`config.mk`:
```
export PLATFORM = sky130hd
export DESIGN_NAME = serial_addsub_flat
export DESIGN_NICKNAME = d
export VERILOG_FILES = /design/src/rtl/serial_addsub_if.sv /design/src/rtl/serial_addsub.sv /design/src/flat_wrapper.sv
export SDC_FILE = /design/constraint.sdc
export NUM_CORES = 1
export LEC_CHECK = 0
export CAP_MARGIN = 20
export CORE_MARGIN = 2
export CORE_UTILIZATION = 40
export CTS_CLUSTER_DIAMETER = 60
export DETAILED_ROUTE_END_ITERATION = 10
export PLACE_DENSITY = 0.67
export SLEW_MARGIN = 20
export SYNTH_ARGS = -nofsm -noshare
export SYNTH_HDL_FRONTEND = slang
export SYNTH_SLANG_ARGS = --single-unit
```
`constraint.sdc`:
```
create_clock -name clk -period 1.4 [get_ports clk]
set_input_delay 0.28 -clock clk [delete_from_list [all_inputs] [get_ports clk]]
set_output_delay 0.28 -clock clk [all_outputs]
set_load 0.05 [all_outputs]
```
`src/rtl/serial_addsub_if.sv`:
```
// Handshake and operand/result bundle for the bit-serial adder/subtractor.
// The master issues start/mode/operands; the slave returns status and result.
interface serial_addsub_if #(
  parameter int WIDTH = 8
);

  logic             start;
  logic             mode;
  logic [WIDTH-1:0] a;
  logic [WIDTH-1:0] b;
  logic             busy;
  logic             done;
  logic [WIDTH-1:0] result;
  logic             carry;
  logic             overflow;

  modport master (
    output start, mode, a, b,
    input  busy, done, result, carry, overflow
  );

  modport slave (
    input  start, mode, a, b,
    output busy, done, result, carry, overflow
  );

endinterface

```
`src/rtl/serial_addsub.sv`:
```
// Bit-serial WIDTH-bit adder/subtractor.
// One full-add/full-subtract cell plus a carry/borrow flip-flop processes one
// bit per clock, LSB first. A start accepted in IDLE runs WIDTH bit-steps,
// then a single DONE cycle presents the completed result.
module serial_addsub #(
  parameter int WIDTH = 8
) (
  input  logic          clk,
  input  logic          rst,
  serial_addsub_if.slave bus
);

  localparam int              CW   = $clog2(WIDTH);
  localparam logic [CW-1:0]   LAST = CW'(WIDTH - 1);

  localparam logic [1:0] IDLE = 2'd0;
  localparam logic [1:0] RUN  = 2'd1;
  localparam logic [1:0] DONE = 2'd2;

  // Control
  logic [1:0]       state_reg;
  logic [1:0]       state_next;
  logic [CW-1:0]    cnt_reg;
  logic             accept;
  logic             last_bit;

  // Latched operation and serial datapath
  logic             mode_reg;
  logic             a_msb_reg;
  logic             b_msb_reg;
  logic [WIDTH-1:0] a_sh_reg;
  logic [WIDTH-1:0] a_sh_next;
  logic [WIDTH-1:0] b_sh_reg;
  logic [WIDTH-1:0] b_sh_next;
  logic [WIDTH-1:0] res_sh_reg;
  logic [WIDTH-1:0] res_sh_next;
  logic             cb_reg;
  logic             cb_next;

  // Bit cell
  logic             ai;
  logic             bi;
  logic             sum_bit;
  logic             c_add;
  logic             c_sub;
  logic             ovf_next;

  // Visible outputs, updated only at the RUN->DONE edge or on reset
  logic [WIDTH-1:0] result_reg;
  logic             carry_reg;
  logic             ovf_reg;

  assign accept   = (state_reg == IDLE) && bus.start;
  assign last_bit = (state_reg == RUN) && (cnt_reg == LAST);

  // Single full-add / full-subtract cell; sum and difference share one XOR.
  assign ai      = a_sh_reg[0];
  assign bi      = b_sh_reg[0];
  assign sum_bit = ai ^ bi ^ cb_reg;
  assign c_add   = (ai & bi) | (ai & cb_reg) | (bi & cb_reg);
  assign c_sub   = (~ai & bi) | (~(ai ^ bi) & cb_reg);
  assign cb_next = mode_reg ? c_sub : c_add;

  // Signed overflow: for add the operand signs must agree, for subtract they
  // must differ; in both cases the result sign departs from operand A's sign.
  // sum_bit is the result MSB on the final bit-step.
  assign ovf_next = (mode_reg ? (a_msb_reg != b_msb_reg)
                              : (a_msb_reg == b_msb_reg))
                    && (sum_bit != a_msb_reg);

  // Right-shift network: operands drain toward bit 0, result fills from the MSB.
  genvar gi;
  generate
    for (gi = 0; gi < WIDTH - 1; gi++) begin : g_shift
      assign a_sh_next[gi]   = a_sh_reg[gi+1];
      assign b_sh_next[gi]   = b_sh_reg[gi+1];
      assign res_sh_next[gi] = res_sh_reg[gi+1];
    end
  endgenerate
  assign a_sh_next[WIDTH-1]   = 1'b0;
  assign b_sh_next[WIDTH-1]   = 1'b0;
  assign res_sh_next[WIDTH-1] = sum_bit;

  // Next-state logic: IDLE waits for start, RUN counts bits, DONE lasts one cycle.
  always_comb begin
    state_next = state_reg;
    case (state_reg)
      IDLE:    if (bus.start) state_next = RUN;
      RUN:     if (cnt_reg == LAST) state_next = DONE;
      DONE:    state_next = IDLE;
      default: state_next = IDLE;
    endcase
  end

  // State register.
  always_ff @(posedge clk) begin
    if (rst) begin
      state_reg <= IDLE;
    end else begin
      state_reg <= state_next;
    end
  end

  // Serial datapath: load operands on accept, then one bit-step per RUN cycle.
  always_ff @(posedge clk) begin
    if (rst) begin
      mode_reg   <= 1'b0;
      a_msb_reg  <= 1'b0;
      b_msb_reg  <= 1'b0;
      a_sh_reg   <= '0;
      b_sh_reg   <= '0;
      res_sh_reg <= '0;
      cb_reg     <= 1'b0;
      cnt_reg    <= '0;
    end else if (accept) begin
      mode_reg   <= bus.mode;
      a_msb_reg  <= bus.a[WIDTH-1];
      b_msb_reg  <= bus.b[WIDTH-1];
      a_sh_reg   <= bus.a;
      b_sh_reg   <= bus.b;
      res_sh_reg <= '0;
      cb_reg     <= 1'b0;
      cnt_reg    <= '0;
    end else if (state_reg == RUN) begin
      a_sh_reg   <= a_sh_next;
      b_sh_reg   <= b_sh_next;
      res_sh_reg <= res_sh_next;
      cb_reg     <= cb_next;
      cnt_reg    <= cnt_reg + 1'b1;
    end
  end

  // Output registers: capture the finished operation on the last bit-step and
  // hold it through the following operation until its own completion.
  always_ff @(posedge clk) begin
    if (rst) begin
      result_reg <= '0;
      carry_reg  <= 1'b0;
      ovf_reg    <= 1'b0;
    end else if (last_bit) begin
      result_reg <= res_sh_next;
      carry_reg  <= cb_next;
      ovf_reg    <= ovf_next;
    end
  end

  assign bus.busy     = (state_reg == RUN);
  assign bus.done     = (state_reg == DONE);
  assign bus.result   = result_reg;
  assign bus.carry    = carry_reg;
  assign bus.overflow = ovf_reg;

endmodule

```
`src/flat_wrapper.sv`:
```
// flat-port wrapper written by rule: the top's interface ports become plain ports
module serial_addsub_flat 
#(
  parameter int WIDTH = 8
)
  (clk, rst, bus_start, bus_mode, bus_a, bus_b, bus_busy, bus_done, bus_result, bus_carry, bus_overflow);
  serial_addsub_if #(.WIDTH(WIDTH)) bus_i ();
  input  logic clk;
  input  logic rst;
  input wire logic [$bits(bus_i.start)-1:0] bus_start;
  input wire logic [$bits(bus_i.mode)-1:0] bus_mode;
  input wire logic [$bits(bus_i.a)-1:0] bus_a;
  input wire logic [$bits(bus_i.b)-1:0] bus_b;
  output wire logic [$bits(bus_i.busy)-1:0] bus_busy;
  output wire logic [$bits(bus_i.done)-1:0] bus_done;
  output wire logic [$bits(bus_i.result)-1:0] bus_result;
  output wire logic [$bits(bus_i.carry)-1:0] bus_carry;
  output wire logic [$bits(bus_i.overflow)-1:0] bus_overflow;
  assign bus_i.start = bus_start;
  assign bus_i.mode = bus_mode;
  assign bus_i.a = bus_a;
  assign bus_i.b = bus_b;
  assign bus_busy = bus_i.busy;
  assign bus_done = bus_i.done;
  assign bus_result = bus_i.result;
  assign bus_carry = bus_i.carry;
  assign bus_overflow = bus_i.overflow;
  serial_addsub #(.WIDTH(WIDTH)) u_core (.clk(clk), .rst(rst), .bus(bus_i));
endmodule
```
==> reports/metrics.csv, run 1 <==
stage,metric,value,unit
timing,clock skew,0.00824,ns
worst_hold_path,WHS Path Cells,1,
floorplan,die height,71.4,um
synthesis,Compound-Gate Fraction of Synth Area,20.5,%
synthesis,Synth warnings,0,
power,Lkg Pwr,1.00,nW
finish,"most common cell after layout, fill and taps aside",dfxtp_1,
timing,final setup vio count,1,
timing,Worst-Margin Slew,0.447,ns
timing,Setup TNS,-0.0542,ns
finish,Nets,276,
synthesis,Netlist Area Pre-Place,1820,um^2
synthesis,Simple-Gate Fraction of Synth Area,18.9,%
status,violated checks,negative setup slack,
power,Power per Cell Area,1110,nW/um^2
routing,1st-iter DRT viols,126,
global_routing,vias in the first global route,1574,
routing,DR WL/cell,13.5,um
synthesis,Synth Instances,206,
timing,fmax,688,MHz
timing,Slew headroom,70.2,%
floorplan,chip width,71.4,um
timing,PnR worst setup slack,-0.0542,ns
timing,period utilization,104,%
finish,Area Growth Syn to Fin,41.7,%
global_routing,first-pass GRT wire length,7180,um
routing,Vias/cell,5.12,
setup_path,CP endpoint kind,flop,
clock_network,Num CTS Buffers,5,
global_routing,"Remaining Overflow, GRT",0,
finish,most frequent cells in the layout,"dfxtp_1, nand2_1, nor2_1",
clock_network,CTS tree,built,
setup_path,Worst Path Arrival,1.67,ns
global_routing,gr usage total,17.5,%
placed_design,number of buffers added on ports,31,
setup_path,worst reg-to-reg path cell count,5,
routing,DR vias,1561,
power,worst ir drop on vdd,0.000503,V
synthesis,Netlist cell types,28,
clock_network,CTS Sinks,42,
clock_network,Clock Latency Late Sink,0.30,ns
routing,first-pass iteration count of the detailed router,6,
floorplan,Rows,24,
synthesis,Post-synth EDFFs,0,
placed_design,Placed Cells,292,
synthesis,asr flop ratio synth,0,%
setup_path,startpoint type of the worst setup path,flop,
synthesis,multiplexer share of the synthesized area,2.76,%
clock_network,Root Buffer,clkbuf_8,
timing,unrepaired setup endpoints after global routing,yes,
clock_network,H-tree depth,2,
timing,Final Max Slew Viols,0,
placed_design,gpl congestion,0.782,
floorplan,I/O pin count,32,
setup_path,crit path max fanout,3,
timing,crit path time final,1.45,ns
power,Total Power,2.85,mW
synthesis,"Seq/Total Area, Yosys",46.3,%
placed_design,HPWL Detailed,2790,um
synthesis,post-synthesis register bit count,42,
floorplan,Initial Util,41.7,%
synthesis,post-synth top area share,46.3,%
worst_hold_path,Hold WC Path Type,flop to flop,
finish,post-route insts no fill,305,
routing,"antenna viol nets, final",0,
synthesis,"area leader, netlist",dfxtp_1,
timing,Final Hold Fails,0,
setup_path,CP Data Required Time,1.62,ns
synthesis,Synth Area in XOR/XNOR,0.965,%
clock_network,"Reg clk slew, reported paths",0.08,ns
synthesis,syn nets,230,
floorplan,total core area,4350,um^2
synthesis,Mapped Avg Cell Area,8.81,um^2
status,status,finished with violations,
clock_network,clock tree buffer depth,2,
routing,DRC viols,0,
global_routing,pin count of the biggest net entering global routing,22,
floorplan,Die ar.,5090,um^2
finish,antenna diode count,0,
synthesis,Post-Synth Adder-Cell Area,3.58,%
synthesis,top_reg_cell synth,dfxtp_1,
synthesis,synth top area cells,"dfxtp_1, nand2_1, nor2_1",
finish,layout cells sized above 1,24.1,%
run,max_cap viols,0,
routing,Total Wirelength,4100,um
setup_path,WS Path Type,flop to flop,
synthesis,largest family of logic cells by synthesized area,compound AO/OA/AOI/OAI gates,
global_routing,initial antenna violation count,0,
[logic make-up after synthesis]
kind of cell,Yosys count
AO/OA/AOI/OAI,54
flip-flops,42
AND/OR/NAND/NOR,79
buffers and inverters,20
adder cells (fa/ha/maj),4
XOR/XNOR,2
multiplexers,5
[per-layer routing]
metal | GRT usage, % | wire (um) | up-vias
met5 | 0 | 0 | -
met4 | 5.87 | 47 | 0
met3 | 3.66 | 192 | 7
met2 | 28.9 | 1980 | 37
met1 | 22.9 | 1880 | 718
li1 | - | - | 799
[synth_stat cells (all sizes together) (2+ instances only)]
master / n
xnor2: 2
fa: 2
o21ai: 3
a21oi: 19
mux2i: 5
dfxtp: 42
ha: 2
nor2: 34
nor2b: 2
clkbuf: 4
nand2b: 2
inv: 6
o2bb2ai: 10
nor3b: 2
buf: 10
o22ai: 4
nand2: 36
a211oi: 17
[metrics by stage]
step	instance area, um^2	setup WS, ns	utilization [%]	hold slack, ns
after floorplan	1820	0.00180	-	0.356
after detailed placement	2340	-0.189	53.9	0.454
after CTS	2510	-0.0891	57.6	0.466
after global placement	2340	-0.176	53.9	0.446
final	2570	-0.0542	59.1	0.445
after global routing	2570	-0.127	59.1	0.466
[final timing paths]
path | from | to | slack [ns]
min | u_core.state_reg[1]$_SDFFE_PP0P_ | u_core.state_reg[0]$_SDFFE_PP0P_ | 0.44
max reg2reg | u_core.cb_reg$_SDFFE_PP0N_ | u_core.bus.overflow$_SDFFE_PP0P_ | -0.05
min reg2reg | u_core.state_reg[1]$_SDFFE_PP0P_ | u_core.state_reg[0]$_SDFFE_PP0P_ | 0.44
max | u_core.cb_reg$_SDFFE_PP0N_ | u_core.bus.overflow$_SDFFE_PP0P_ | -0.05
[final cells by class]
class	count	area (um^2)
Clock buffer	5	68.8
Clock inverter	3	68.8
Fill cell	395	1780
Inverter	6	27.5
Multi-Input combinational cell	145	903
Sequential cell	42	851
Tap cell	52	65.1
Timing Repair Buffer	52	588
[timing repair]
action | 4_1_cts | 5_1_grt
cloned | 0 | 1
setup endpoints to repair | 9 | 16
hold buffers | 0 | 0
pin swaps | 0 | 2
gates resized for setup | 6 | 8
buffers inserted | 1 | 4
[worst max-delay path, cell delays in order (launching register included)]
cell	delay (ns)
dfxtp_2	0.34
inv_2	0.04
fa_1	0.59
nor2b_1	0.15
mux2i_1	0.09
a211oi_2	0.17
[report_power, final]
group	switching, mW	total (mW)	internal (mW)
registers	0.0398	1.29	1.25
clock network	0.429	1.14	0.714
logic	0.200	0.412	0.211
total	0.669	2.85	2.18
No activity file was read; power rests on OpenSTA's default activity.
==> run 2: changes to the inputs <==
CELL_PAD_IN_SITES_DETAIL_PLACEMENT = 0   (was default)
CELL_PAD_IN_SITES_GLOBAL_PLACEMENT = 1   (was default)
CORE_UTILIZATION = 35   (was 40)
PLACE_DENSITY = 0.76   (was 0.67)
==> reports/metrics.csv, run 2 (synthesis results as in run 1) <==
stage,metric,value,unit
power,Lkg Pwr,1.01,nW
finish,Area Growth Syn to Fin,41.6,%
setup_path,reg2reg setup slack,-0.03,ns
floorplan,Initial Util,36.0,%
clock_network,hold_buf cts,0,
global_routing,gr busiest metal,met2,
routing,"antenna viol nets, final",0,
power,switching power,653,uW
routing,Total Wirelength,4140,um
finish,area of the multi-input gates,873,um^2
placed_design,number of buffers added on ports,31,
setup_path,startpoint type of the worst setup path,flop,
setup_path,reg2reg end,u_core.bus.overflow$_SDFFE_PP0P_,
power,internal power,1.99,mW
floorplan,total core area,5040,um^2
worst_hold_path,WHS Path Cells,2,
floorplan,die height,76.0,um
placed_design,gpl congestion,0.767,
routing,DRC viols,0,
setup_path,"Largest stage delay, worst path",0.57,ns
clock_network,H-tree depth,2,
timing,final setup vio count,1,
global_routing,"Remaining Overflow, GRT",0,
routing,Vias/cell,4.70,
routing,DR WL/cell,12.7,um
global_routing,gr usage total,15.3,%
power,Clock power frac,35.6,%
setup_path,worst r2r src,u_core.cb_reg$_SDFFE_PP0N_,
routing,first-pass iteration count of the detailed router,4,
global_routing,met1 Usage GRT,21.0,%
global_routing,grt met2 use,23.1,%
power,Flop pwr share,48.8,%
routing,DR vias,1531,
timing,crit path time final,1.43,ns
clock_network,"Reg clk slew, reported paths",0.08,ns
power,Gate power share,15.7,%
timing,fmax,701,MHz
power,worst ir drop on vdd,0.000616,V
clock_network,Root Buffer,clkbuf_8,
placed_design,HPWL Detailed,2800,um
power,sw frac,24.7,%
worst_hold_path,Hold WC Path Type,flop to flop,
timing,unrepaired setup endpoints after global routing,yes,
clock_network,clock tree buffer depth,2,
finish,Nets,279,
timing,Slew headroom,80.2,%
routing,1st-iter DRT viols,78,
power,Power per Cell Area,1030,nW/um^2
finish,Sequential cell area,851,um^2
timing,period utilization,102,%
finish,post-route insts no fill,326,
clock_network,Clock Latency Late Sink,0.29,ns
setup_path,CP endpoint kind,flop,
setup_path,CP max-delay cell,fa_1,
clock_network,Num CTS Buffers,5,
timing,clock skew,0.00581,ns
status,violated checks,negative setup slack,
timing,PnR worst setup slack,-0.0265,ns
clock_network,CTS tree,built,
finish,most frequent cells in the layout,"dfxtp_1, nand2_1, nor2_1",
clock_network,CTS Sinks,42,
global_routing,GRT met3 Usage,5.21,%
timing,hold_ws,0.452,ns
setup_path,WS Path Type,flop to flop,
finish,layout cells sized above 1,23.4,%
finish,antenna diode count,0,
floorplan,chip width,76.0,um
setup_path,crit path max fanout,3,
placed_design,Placed Cells,310,
finish,fill count,488,
worst_hold_path,Hold EP,u_core.bus.result[0]$_SDFFE_PP0P_,
global_routing,vias in the first global route,1493,
run,max_cap viols,0,
floorplan,Rows,26,
setup_path,CP Data Required Time,1.61,ns
setup_path,worst reg-to-reg path cell count,5,
finish,"most common cell after layout, fill and taps aside",dfxtp_1,
worst_hold_path,min-delay src,u_core.res_sh_reg[1]$_SDFFE_PP0N_,
floorplan,I/O pin count,32,
global_routing,pin count of the biggest net entering global routing,26,
floorplan,Die ar.,5780,um^2
setup_path,critical-path cell list,inv_2 > fa_1 > nor2b_2 > mux2i_1 > a211oi_1,
timing,Worst-Margin Slew,0.297,ns
setup_path,Worst Path Arrival,1.64,ns
timing,Final Max Slew Viols,0,
global_routing,initial antenna violation count,0,
timing,Final Hold Fails,0,
status,status,finished with violations,
global_routing,first-pass GRT wire length,7160,um
## run 2: cell count changes in the layout (fill, tap and decap cells not counted), sizes merged
cell and change:
buf +4, bufinv -1, clkinv +1, clkinvlp +1, inv -1, o21ba -1
## run 2: area by class of cell
type / instances / area share, %
Sequential cell: 42 / 33.1
Timing Repair Buffer: 56 / 24.2
Inverter: 6 / 1.12
Clock inverter: 3 / 1.56
Tap cell: 70 / 3.41
Multi-Input combinational cell: 144 / 34.0
Clock buffer: 5 / 2.68
## run 2: per-layer routing
| metal | wire length, um | share of wire [%] |
|---|---|---|
| met2 | 1840 | 45 |
| met1 | 2070 | 50 |
| met3 | 190 | 4.6 |
| met5 | 0 | 0 |
| met4 | 39 | 0.94 |
## run 2: critical path: cells and delay by family (launching register included)
kind	cells	cell delay, ns
AND/OR/NAND/NOR	1	0.15
multiplexers	1	0.07
buffers and inverters	1	0.04
adder cells (fa/ha/maj)	1	0.57
AO/OA/AOI/OAI	1	0.18
flip-flops	1	0.34
## run 2: timing repair
item | in CTS | in global routing
endpoints found under the setup margin | 3 | 14
buffers inserted | 2 | 8
pin swaps | 0 | 1
resized for setup | 4 | 6
## run 2: worst max path at each step
| stage | startpoint | end | slack [ns] | depth (start not counted) |
|---|---|---|---|---|
| after floorplan | u_core.cb_reg$_SDFFE_PP0N_ | u_core.bus.overflow$_SDFFE_PP0P_ | 0.002 | 5 |
| after global placement | bus_start | u_core.a_sh_reg[0]$_SDFFE_PP0P_ | -0.13 | 5 |
| after detailed placement | bus_start | u_core.a_sh_reg[5]$_SDFFE_PP0P_ | -0.15 | 5 |
| after CTS | u_core.cb_reg$_SDFFE_PP0N_ | u_core.bus.overflow$_SDFFE_PP0P_ | -0.04 | 5 |
| after global routing | u_core.cb_reg$_SDFFE_PP0N_ | u_core.bus.overflow$_SDFFE_PP0P_ | -0.12 | 5 |
| final | u_core.cb_reg$_SDFFE_PP0N_ | u_core.bus.overflow$_SDFFE_PP0P_ | -0.03 | 5 |
## run 2: power groups by stage
stage	logic [mW]	registers (mW)	clock network (mW)
global placement	0.385	1.31	0
finish	0.415	1.29	0.941
CTS	0.398	1.29	0.976
detailed placement	0.387	1.31	0
global route	0.459	1.30	1.02
floorplan	0.252	1.31	0
## run 2: through the flow
| step | total power [mW] | util [%] | setup WS [ns] | TNS (ns) | cell area (um^2) |
|---|---|---|---|---|---|
| 3_5_place_dp | 1.70 | 46.9 | -0.149 | -3.28 | 2370 |
| 4_1_cts | 2.66 | 49.4 | -0.0353 | -0.0353 | 2490 |
| 2_1_floorplan | 1.56 | - | 0.00180 | 0 | 1820 |
| 6_report | 2.65 | 51.0 | -0.0265 | -0.0265 | 2570 |
| 3_3_place_gp | 1.70 | 46.9 | -0.134 | -2.82 | 2370 |
| 5_1_grt | 2.78 | 51.0 | -0.117 | -0.155 | 2570 |
